<file path="config.mk">
export PLATFORM = sky130hd
export DESIGN_NAME = chunk_scheduler
export DESIGN_NICKNAME = d
export VERILOG_FILES = /design/src/rtl/chunk_scheduler.sv
export SDC_FILE = /design/constraint.sdc
export NUM_CORES = 1
export LEC_CHECK = 0
export BUFFER_PORTS_ARGS = -buffer_cell sky130_fd_sc_hd__buf_4
export CELL_PAD_IN_SITES_DETAIL_PLACEMENT = 1
export CELL_PAD_IN_SITES_GLOBAL_PLACEMENT = 1
export CORE_ASPECT_RATIO = 1.1
export CORE_MARGIN = 2
export CORE_UTILIZATION = 38
export CTS_CLUSTER_DIAMETER = 150
export DETAILED_ROUTE_END_ITERATION = 8
export GPL_ROUTABILITY_DRIVEN = 1
export PLACE_DENSITY_LB_ADDON = 0.1
export SLEW_MARGIN = 10
export SYNTH_ARGS = -nofsm -noshare
export SYNTH_HDL_FRONTEND = slang
export SYNTH_SLANG_ARGS = --single-unit
</file>
<file path="constraint.sdc">
create_clock -name clk -period 2 [get_ports clk]
set_input_delay 0.1 -clock clk [delete_from_list [all_inputs] [get_ports clk]]
set_output_delay 0.1 -clock clk [all_outputs]
set_load 0.01 [all_outputs]
</file>
<file path="src/rtl/chunk_scheduler.sv">
// chunk_scheduler
//   Splits a frame of img_pixels pixels into chunks of up to CHUNK_PIX pixels
//   and sequences the pixel controller and edge-filter stage. The stages are
//   pipelined: operation k reads chunk k and writes back chunk k-1. A final
//   flush operation reads nothing and writes the last chunk.
//
//   Optional build macro: CHUNK_TIMEOUT_EN enables a watchdog.
//   With it, a wait that lasts TIMEOUT_CYCLES cycles enters a sticky error
//   state that only n_rst can clear.
//
// Ports
//   clk, n_rst          clock, asynchronous active-low reset
//   start               begin frame (pulse, ignored while busy)
//   img_pixels          total pixels in frame
//   src_base, dst_base  first source / destination SRAM address
//   pc_start            one-cycle request to the pixel controller
//   pc_rd_offset        read start address      (held until pc_done)
//   pc_wr_offset        write start address     (held until pc_done)
//   pc_num_rd           pixels to read          (held until pc_done)
//   pc_num_wr           pixels to write         (held until pc_done)
//   pc_done             pixel controller finished the operation (pulse)
//   proc_start          one-cycle start to the edge-filter stage
//   proc_done           edge filter finished the chunk (pulse)
//   chunk_idx           index of the current read chunk
//   busy                frame in progress
//   done                one-cycle frame-complete pulse
//   error               watchdog fault, sticky
module chunk_scheduler #(
    parameter int ADDR_BITS      = 16,
    parameter int CHUNK_PIX      = 20,
    parameter int TIMEOUT_CYCLES = 1024
) (
    input  logic                 clk,
    input  logic                 n_rst,
    input  logic                 start,
    input  logic [24:0]          img_pixels,
    input  logic [ADDR_BITS-1:0] src_base,
    input  logic [ADDR_BITS-1:0] dst_base,
    output logic                 pc_start,
    output logic [ADDR_BITS-1:0] pc_rd_offset,
    output logic [ADDR_BITS-1:0] pc_wr_offset,
    output logic [24:0]          pc_num_rd,
    output logic [24:0]          pc_num_wr,
    input  logic                 pc_done,
    output logic                 proc_start,
    input  logic                 proc_done,
    output logic [15:0]          chunk_idx,
    output logic                 busy,
    output logic                 done,
    output logic                 error
);

    typedef enum logic [2:0] {
        IDLE, ISSUE, WAIT_PC, PROC, WAIT_PROC, FIN, ERR
    } state_t;

    localparam logic [24:0]          CHUNK_N    = 25'(CHUNK_PIX);
    localparam logic [ADDR_BITS-1:0] CHUNK_STEP = ADDR_BITS'(CHUNK_PIX);

    state_t                 state_q, state_d;
    logic [24:0]            remaining_q, remaining_d;
    logic [24:0]            prev_cnt_q, prev_cnt_d;
    logic [15:0]            chunk_idx_q, chunk_idx_d;
    logic [ADDR_BITS-1:0]   rd_ptr_q, rd_ptr_d;
    logic [ADDR_BITS-1:0]   wr_ptr_q, wr_ptr_d;
    logic                   pc_start_q, pc_start_d;
    logic [ADDR_BITS-1:0]   pc_rd_offset_q, pc_rd_offset_d;
    logic [ADDR_BITS-1:0]   pc_wr_offset_q, pc_wr_offset_d;
    logic [24:0]            pc_num_rd_q, pc_num_rd_d;
    logic [24:0]            pc_num_wr_q, pc_num_wr_d;
    logic                   proc_start_q, proc_start_d;
    logic                   done_q, done_d;
    logic                   timeout;

`ifdef CHUNK_TIMEOUT_EN
    localparam int TIMER_W = $clog2(TIMEOUT_CYCLES + 1);

    logic [TIMER_W-1:0] timer_q, timer_d;
    logic               error_q, error_d;

    always_comb begin
        timer_d = '0;
        if (state_q == WAIT_PC || state_q == WAIT_PROC) begin
            timer_d = timer_q + TIMER_W'(1);
        end
    end

    assign timeout = (state_q == WAIT_PC || state_q == WAIT_PROC) &&
                     (timer_q == TIMER_W'(TIMEOUT_CYCLES - 1));
    assign error_d = error_q | (state_d == ERR);

    always_ff @(posedge clk or negedge n_rst) begin
        if (!n_rst) begin
            timer_q <= '0;
            error_q <= 1'b0;
        end else begin
            timer_q <= timer_d;
            error_q <= error_d;
        end
    end

    assign error = error_q;
`else
    // Watchdog compiled out: the comparison below is constant false.
    assign timeout = (TIMEOUT_CYCLES < 0);
    assign error   = 1'b0;
`endif

    always_ff @(posedge clk or negedge n_rst) begin
        if (!n_rst) begin
            state_q        <= IDLE;
            remaining_q    <= '0;
            prev_cnt_q     <= '0;
            chunk_idx_q    <= '0;
            rd_ptr_q       <= '0;
            wr_ptr_q       <= '0;
            pc_start_q     <= 1'b0;
            pc_rd_offset_q <= '0;
            pc_wr_offset_q <= '0;
            pc_num_rd_q    <= '0;
            pc_num_wr_q    <= '0;
            proc_start_q   <= 1'b0;
            done_q         <= 1'b0;
        end else begin
            state_q        <= state_d;
            remaining_q    <= remaining_d;
            prev_cnt_q     <= prev_cnt_d;
            chunk_idx_q    <= chunk_idx_d;
            rd_ptr_q       <= rd_ptr_d;
            wr_ptr_q       <= wr_ptr_d;
            pc_start_q     <= pc_start_d;
            pc_rd_offset_q <= pc_rd_offset_d;
            pc_wr_offset_q <= pc_wr_offset_d;
            pc_num_rd_q    <= pc_num_rd_d;
            pc_num_wr_q    <= pc_num_wr_d;
            proc_start_q   <= proc_start_d;
            done_q         <= done_d;
        end
    end

    always_comb begin
        state_d        = state_q;
        remaining_d    = remaining_q;
        prev_cnt_d     = prev_cnt_q;
        chunk_idx_d    = chunk_idx_q;
        rd_ptr_d       = rd_ptr_q;
        wr_ptr_d       = wr_ptr_q;
        pc_start_d     = 1'b0;
        pc_rd_offset_d = pc_rd_offset_q;
        pc_wr_offset_d = pc_wr_offset_q;
        pc_num_rd_d    = pc_num_rd_q;
        pc_num_wr_d    = pc_num_wr_q;
        proc_start_d   = 1'b0;
        done_d         = 1'b0;

        case (state_q)
            IDLE: begin
                if (start) begin
                    remaining_d = img_pixels;
                    prev_cnt_d  = '0;
                    chunk_idx_d = '0;
                    rd_ptr_d    = src_base;
                    wr_ptr_d    = dst_base;
                    state_d     = (img_pixels == '0) ? FIN : ISSUE;
                end
            end
            ISSUE: begin
                pc_num_rd_d    = (remaining_q > CHUNK_N) ? CHUNK_N : remaining_q;
                pc_num_wr_d    = prev_cnt_q;
                pc_rd_offset_d = rd_ptr_q;
                pc_wr_offset_d = wr_ptr_q;
                pc_start_d     = 1'b1;
                state_d        = WAIT_PC;
            end
            WAIT_PC: begin
                if (pc_done) begin
                    state_d = (pc_num_rd_q != '0) ? PROC : FIN;
                end else if (timeout) begin
                    state_d = ERR;
                end
            end
            PROC: begin
                proc_start_d = 1'b1;
                state_d      = WAIT_PROC;
            end
            WAIT_PROC: begin
                if (proc_done) begin
                    prev_cnt_d  = pc_num_rd_q;
                    remaining_d = remaining_q - pc_num_rd_q;
                    chunk_idx_d = chunk_idx_q + 16'd1;
                    // Running pointers replace base+idx*CHUNK_PIX; the write
                    // pointer lags one chunk, so it stays put after chunk 0.
                    rd_ptr_d    = rd_ptr_q + CHUNK_STEP;
                    if (chunk_idx_q != '0) begin
                        wr_ptr_d = wr_ptr_q + CHUNK_STEP;
                    end
                    state_d     = ISSUE;
                end else if (timeout) begin
                    state_d = ERR;
                end
            end
            FIN: begin
                done_d  = 1'b1;
                state_d = IDLE;
            end
            ERR: begin
                state_d = ERR;
            end
            default: begin
                state_d = IDLE;
            end
        endcase
    end

    assign pc_start     = pc_start_q;
    assign pc_rd_offset = pc_rd_offset_q;
    assign pc_wr_offset = pc_wr_offset_q;
    assign pc_num_rd    = pc_num_rd_q;
    assign pc_num_wr    = pc_num_wr_q;
    assign proc_start   = proc_start_q;
    assign chunk_idx    = chunk_idx_q;
    assign busy         = (state_q != IDLE) && (state_q != ERR);
    assign done         = done_q;

endmodule
</file>
==> flow_metrics.env, run 1 <==
export IMPL_status="complete, but fails checks"
export IMPL_failed_checks="negative setup slack"
export IMPL_grt_pass1_wl_mm=52.7
export IMPL_pin_count=165
export IMPL_yosys_top_cells_area="dfrtp_1 (50%), nand2_1 (11%), a21oi_1 (4.2%), ha_1 (3.8%), nor2_1 (3.7%)"
export IMPL_synth_top_cell_area_share_pct=49.9
export IMPL_ys_seq_area_share_pct=49.9
export IMPL_place_gp_congestion=0.879
export IMPL_wl_mm=33.1
export IMPL_path_max_fanout=4
export IMPL_path_buf_inv=1
export IMPL_grt_pass1_vias=9723
export IMPL_area_growth_pct=46.4
export IMPL_yosysUniqueCellTypes=59
export IMPL_stdcell_count=1739
export IMPL_drtAntennaViolNets=0
export IMPL_critPathCaptureType="flop"
export IMPL_die_area_um2=25800
export IMPL_grt_max_degree=65
export IMPL_num_nets_final=1509
export IMPL_die_h_um=168
export IMPL_cts_sinks=186
export IMPL_dp_cells=1658
export IMPL_crit_family="compound AO/OA/AOI/OAI gates"
export IMPL_p_leak_nw=6.48
export IMPL_cts_tree="done"
export IMPL_synthArstFlopShare_pct=100
export IMPL_required_ns=2.37
export IMPL_antenna_found_initial=0
export IMPL_syn_cell_area_um2=9340
export IMPL_synth_edf_count=0
export IMPL_hp_class="input pin to flop"
export IMPL_core_area_um2=24300
export IMPL_hold_violations=0
export IMPL_ys_warn_count=0
export IMPL_slew_headroom_pct=53.7
export IMPL_clockRootBuffer="clkbuf_16"
export IMPL_rsz0062_at_grt="true"
export IMPL_synth_avg_cell_area_um2=8.64
export IMPL_drive_above_1_share_pct=32.1
export IMPL_post_dp_hpwl_mm=23.6
export IMPL_tightest_slew_ns=0.689
export IMPL_p_per_area_nw_per_um2=1340
export IMPL_post_drt_via_cell_ratio=5.33
export IMPL_rows=60
export IMPL_multi_input_area_um2=4830
export IMPL_netlist_instances=1081
export IMPL_vias=9265
export IMPL_yosys_area_top_type="dfrtp_1"
export IMPL_slew_viol_final=0
export IMPL_cpMaxStageDelayCell="dfrtp_2"
export IMPL_path_clk_slew_ns=0.08
export IMPL_crit_arrival_ns=2.60
export IMPL_clk_path_buf_depth=2
export IMPL_htree_levels=4
export IMPL_crit_type="flop to flop"
export IMPL_start_util_pct=38.4
export IMPL_numCtsBuffers=17
export IMPL_nFillCells=2812
export IMPL_setup_slack_ns=-0.236
export IMPL_worst_clock_skew_ns=0.0145
export IMPL_fin_util_pct=56.2
export IMPL_synth_ff_type="dfrtp_1"
export IMPL_max_stage_delay_ns=0.43
export IMPL_drtIter0Drc=480
export IMPL_die_w_um=153
export IMPL_drtPass1Iterations=5
export IMPL_setup_violations=15
export IMPL_startpoint_type="flop"
export IMPL_io_buffers=163
export IMPL_fin_crit_sh_pct=112
export IMPL_fmax_ghz=0.447
export IMPL_syn_num_nets=1172
export IMPL_num_antenna_cells=0
export IMPL_drc=0
export IMPL_synth_common_cells="nand2_1 (274), dfrtp_1 (186), nor2_1 (91)"
export IMPL_seq_area_um2=4660
export IMPL_ys_ff_latch=186
export IMPL_synth_most_common_cell="nand2_1"
export IMPL_insertion_delay_ns=0.44
export IMPL_ir_drop_v=0.000638
export IMPL_crit_chain="buf_6, fa_2, nand2b_4, a21oi_4, o2111ai_4, a211oi_2, a311oi_2, o311ai_2, mux2i_1"
export IMPL_power_mw=18.3
export IMPL_min_period_ns=2.24
export IMPL_track_usage_pct=25.6
export IMPL_wl_per_cell_um=19.0
export IMPL_drv_cap=0
export IMPL_grt_overflow=0
export IMPL_worst_r2r_setup_slack_ns=-0.24
[worst paths after layout]
| path | endpoint | cells after the start | from |
|---|---|---|---|
| min reg2reg | pc_num_wr[14]$_DFFE_PN0P_ | 2 | prev_cnt_q[14]$_DFFE_PN0P_ |
| max reg2reg | remaining_q[24]$_DFFE_PN0P_ | 9 | pc_num_rd[1]$_DFFE_PN0P_ |
| max in group asynchronous | pc_num_rd[20]$_DFFE_PN0P_ | 3 | n_rst |
| min in group asynchronous | pc_num_wr[11]$_DFFE_PN0P_ | 2 | n_rst |
| min | remaining_q[2]$_DFFE_PN0P_ | 3 | img_pixels[2] |
| max | remaining_q[24]$_DFFE_PN0P_ | 9 | pc_num_rd[1]$_DFFE_PN0P_ |
[worst min-delay path: stages]
cell      delay, ns
buf_4          0.09
a211oi_1       0.06
a21oi_1        0.14
[area by class of cell]
class                   instances  share of cell area (%)
repair buffers                375                    22.4
multi-input cells             794                    35.4
well taps                     310                    2.84
flip-flops and latches        186                    34.1
clock buffers                  17                    3.11
clock inverters                13                   0.980
inverters                      44                    1.23
[registers in the layout (all words and copies together), names as in the netlist]
register / cells
prev_cnt_q: 25
remaining_q: 25
pc_wr_offset: 16
pc_num_rd: 25
proc_start: 1
pc_num_wr: 25
state_q: 3
pc_rd_offset: 16
rd_ptr_q: 16
wr_ptr_q: 16
pc_start: 1
done: 1
chunk_idx: 16
[layer usage]
layer,up-vias,share of wire [%],global-route usage (%)
met2,204,49,42.1
li1,4392,-,-
met1,4619,45,34.4
met5,-,0,0
met4,0,2.7,8.58
met3,50,3.8,4.27
[metrics by stage]
step           hold WS (ns)  TNS, ns  worst slack (ns)  cell area [um2]
2_1_floorplan        -0.196   -0.163           -0.0719             9580
3_5_place_dp          0.111    -2.73            -0.324            12200
5_1_grt             0.00864    -4.08            -0.344            13700
4_1_cts            0.000813    -1.92            -0.213            13400
3_3_place_gp          0.112    -2.07            -0.446            12200
6_report             0.0151    -2.00            -0.236            13700
[cell families (layout without fill, tap and decap cells)]
group / Yosys count / after routing / synth area share, %
adder cells (fa/ha/maj): 29 / 29 / 3.97
other: 1 / 1 / 0.0402
flip-flops: 186 / 186 / 49.9
multiplexers: 10 / 10 / 1.14
AND/OR/NAND/NOR: 490 / 490 / 22.7
AO/OA/AOI/OAI: 233 / 233 / 15.1
buffers and inverters: 101 / 449 / 4.38
XOR/XNOR: 31 / 31 / 2.91
[layout by cell type (no fill, tap or decap), drive strengths merged, types with 15 or more instances in the layout]
| master | n |
|---|---|
| buf | 330 |
| nand2 | 274 |
| dfrtp | 186 |
| nor2 | 93 |
| a21oi | 80 |
| o21ai | 51 |
| inv | 51 |
| dlygate4sd3 | 44 |
| nand3 | 37 |
| ha | 28 |
| o31ai | 27 |
| a31oi | 19 |
| nor4 | 19 |
| clkbuf | 18 |
| nor3 | 18 |
| xor2 | 17 |
| nand4 | 15 |
[power breakdown]
part,leakage (nW),internal [mW],total (mW),switching [mW]
Clock,0.276,1.65,3.32,1.67
Sequential,2.38,4.74,5.58,0.845
Combinational,3.82,4.23,9.35,5.12
Total,6.48,10.6,18.3,7.64
[what timing repair did]
action / CTS / global route
endpoints found under the hold margin: 90 / 0
setup endpoints to repair: 26 / 33
setup buffers: 3 / 5
resized for setup: 26 / 54
hold buffers: 44 / 0
pin swaps: 22 / 26
Note: power is estimated with default switching activity, not from simulation.
==> inputs of run 2 (changes only) <==
--- a/config.mk
+++ b/config.mk
@@ -8,13 +8,13 @@
 export BUFFER_PORTS_ARGS = -buffer_cell sky130_fd_sc_hd__buf_4
 export CELL_PAD_IN_SITES_DETAIL_PLACEMENT = 1
 export CELL_PAD_IN_SITES_GLOBAL_PLACEMENT = 1
-export CORE_ASPECT_RATIO = 1.1
 export CORE_MARGIN = 2
 export CORE_UTILIZATION = 38
 export CTS_CLUSTER_DIAMETER = 150
 export DETAILED_ROUTE_END_ITERATION = 8
 export GPL_ROUTABILITY_DRIVEN = 1
 export PLACE_DENSITY_LB_ADDON = 0.1
+export REMOVE_ABC_BUFFERS = 1
 export SLEW_MARGIN = 10
 export SYNTH_ARGS = -nofsm -noshare
 export SYNTH_HDL_FRONTEND = slang
==> run 2 against run 1 <==
Compared with the run above:
- the run still ends with negative setup slack left
- register-to-register slack got worse by 0.05 ns
- final cell count is 2.0% higher
- routed wire length up 0.34%
- global-route usage is 0.36 points lower
- via count fell by 0.28%
- die area is essentially flat
- worst hold slack worse by 0.0062 ns
- clock power rose by 5%
- largest cell class unchanged
- highest routed layer unchanged
==> flow_metrics.env, run 2 (synthesized netlist as in run 1, its figures left out) <==
export IMPL_path_max_fanout=4
export IMPL_io_buffers=163
export IMPL_p_per_area_nw_per_um2=1360
export IMPL_layout_common_cells="buf_4 (335), nand2_1 (270), dfrtp_1 (185)"
export IMPL_drtPass1Iterations=5
export IMPL_antenna_found_initial=0
export IMPL_grt_pass1_wl_mm=51.8
export IMPL_setup_slack_ns=-0.289
export IMPL_place_gp_congestion=0.901
export IMPL_tightest_slew_ns=0.668
export IMPL_min_period_ns=2.29
export IMPL_die_h_um=161
export IMPL_power_mw=18.9
export IMPL_crit_arrival_ns=2.67
export IMPL_worst_r2r_setup_slack_ns=-0.29
export IMPL_hp_class="input pin to flop"
export IMPL_crit_end="remaining_q[21]$_DFFE_PN0P_"
export IMPL_insertion_delay_ns=0.44
export IMPL_drtIter0Drc=429
export IMPL_required_ns=2.38
export IMPL_reg2reg_depth=9
export IMPL_pin_count=165
export IMPL_ir_drop_v=0.000645
export IMPL_wl_mm=33.2
export IMPL_drtAntennaViolNets=0
export IMPL_post_drt_via_cell_ratio=5.21
export IMPL_grt_max_degree=59
export IMPL_num_antenna_cells=0
export IMPL_worst_clock_skew_ns=0.0128
export IMPL_track_usage_pct=25.2
export IMPL_die_w_um=161
export IMPL_num_nets_final=1528
export IMPL_dp_cells=1679
export IMPL_cts_tree="done"
export IMPL_fin_util_pct=57.5
export IMPL_slew_headroom_pct=55.1
export IMPL_drc=0
export IMPL_clk_path_buf_depth=2
export IMPL_r2r_start="pc_num_rd[4]$_DFFE_PN0P_"
export IMPL_crit_start="pc_num_rd[4]$_DFFE_PN0P_"
export IMPL_final_common_cell="buf_4"
export IMPL_numCtsBuffers=17
export IMPL_critPathCaptureType="flop"
export IMPL_start_util_pct=38.5
export IMPL_wl_per_cell_um=18.7
export IMPL_status="complete, but fails checks"
export IMPL_drv_cap=0
export IMPL_failed_checks="negative setup slack"
export IMPL_rows=57
export IMPL_finalSetupTns_ns=-3.10
export IMPL_fmax_ghz=0.437
export IMPL_rsz0062_at_grt="true"
export IMPL_stdcell_count=1774
export IMPL_hold_violations=0
export IMPL_area_growth_pct=49.3
export IMPL_rr_endpoint="remaining_q[21]$_DFFE_PN0P_"
export IMPL_clockRootBuffer="clkbuf_16"
export IMPL_grt_pass1_vias=9648
export IMPL_place_ws_ns=-0.528
export IMPL_vias=9239
export IMPL_fin_crit_sh_pct=114
export IMPL_htree_levels=4
export IMPL_p_leak_nw=6.61
export IMPL_core_area_um2=24200
export IMPL_post_dp_hpwl_mm=22.4
export IMPL_startpoint_type="flop"
export IMPL_slew_viol_final=0
export IMPL_drive_above_1_share_pct=33.3
export IMPL_die_area_um2=25800
export IMPL_setup_violations=21
export IMPL_path_clk_slew_ns=0.08
export IMPL_cts_sinks=186
export IMPL_grt_overflow=0
export IMPL_crit_type="flop to flop"
==> run 2: cell types whose count changed in the layout (fill, tap and decap cells not counted), sizes merged <==
cell | before | now
buf | 330 | 346
clkbuf | 18 | 20
clkinvlp | 0 | 1
bufinv | 0 | 1
clkinv | 6 | 4
dlygate4sd3 | 44 | 47
==> run 2: layout make-up <==
class                           count  area [um2]
Clock buffer                       19         443
Clock inverter                     13         151
Fill cell                        2810       10300
Inverter                           44         165
Multi-Input combinational cell    794        4940
Sequential cell                   186        4660
Tap cell                          324         405
Timing Repair Buffer              394        3180
==> run 2: worst min path at each step <==
stage | cells past startpoint | start | endpoint | slack, ns
finish | 3 | img_pixels[19] | remaining_q[19]$_DFFE_PN0P_ | 0.009
detailed placement | 1 | n_rst | pc_num_wr[1]$_DFFE_PN0P_ | 0.08
global route | 3 | img_pixels[16] | remaining_q[16]$_DFFE_PN0P_ | 0.02
floorplan | 0 | n_rst | chunk_idx[0]$_DFFE_PN0P_ | -0.20
global placement | 1 | n_rst | pc_num_wr[4]$_DFFE_PN0P_ | 0.08
CTS | 3 | img_pixels[24] | remaining_q[24]$_DFFE_PN0P_ | 0.002
==> run 2: critical path, cell delays in order (launching register included) <==
cell,delay [ns]
dfrtp_1,0.40
inv_1,0.16
ha_4,0.25
buf_4,0.14
a21oi_4,0.18
a21oi_4,0.09
a211o_4,0.36
a41oi_2,0.26
mux2_4,0.33
nand3_2,0.05
==> run 2: repair_timing <==
action	in CTS	in global routing
endpoints found under the setup margin	20	24
hold buffers	47	0
pin swaps	39	27
endpoints found under the hold margin	90	0
resized for setup	77	50
buffers inserted	8	8
==> run 2: through the flow <==
step,hold slack [ns],instance area [um2]
final,0.00885,13900
after global routing,0.0217,13900
after CTS,0.00201,13600
after detailed placement,0.0762,12100
after global placement,0.0765,12100
after floorplan,-0.196,9090
==> run 2: per-layer routing <==
layer | track usage, % | vias to the layer above | share of wire, %
li1 | - | 4421 | -
met1 | 34.2 | 4569 | 46
met2 | 42.4 | 201 | 49
met3 | 4.03 | 48 | 3.2
met4 | 6.41 | 0 | 2.1
met5 | 0 | - | 0
==> run 2: where the power goes <==
part | internal (mW) | leakage (nW) | switching [mW]
combinational | 4.54 | 3.94 | 5.33
sequential | 4.74 | 2.39 | 0.853
clock | 1.82 | 0.289 | 1.65
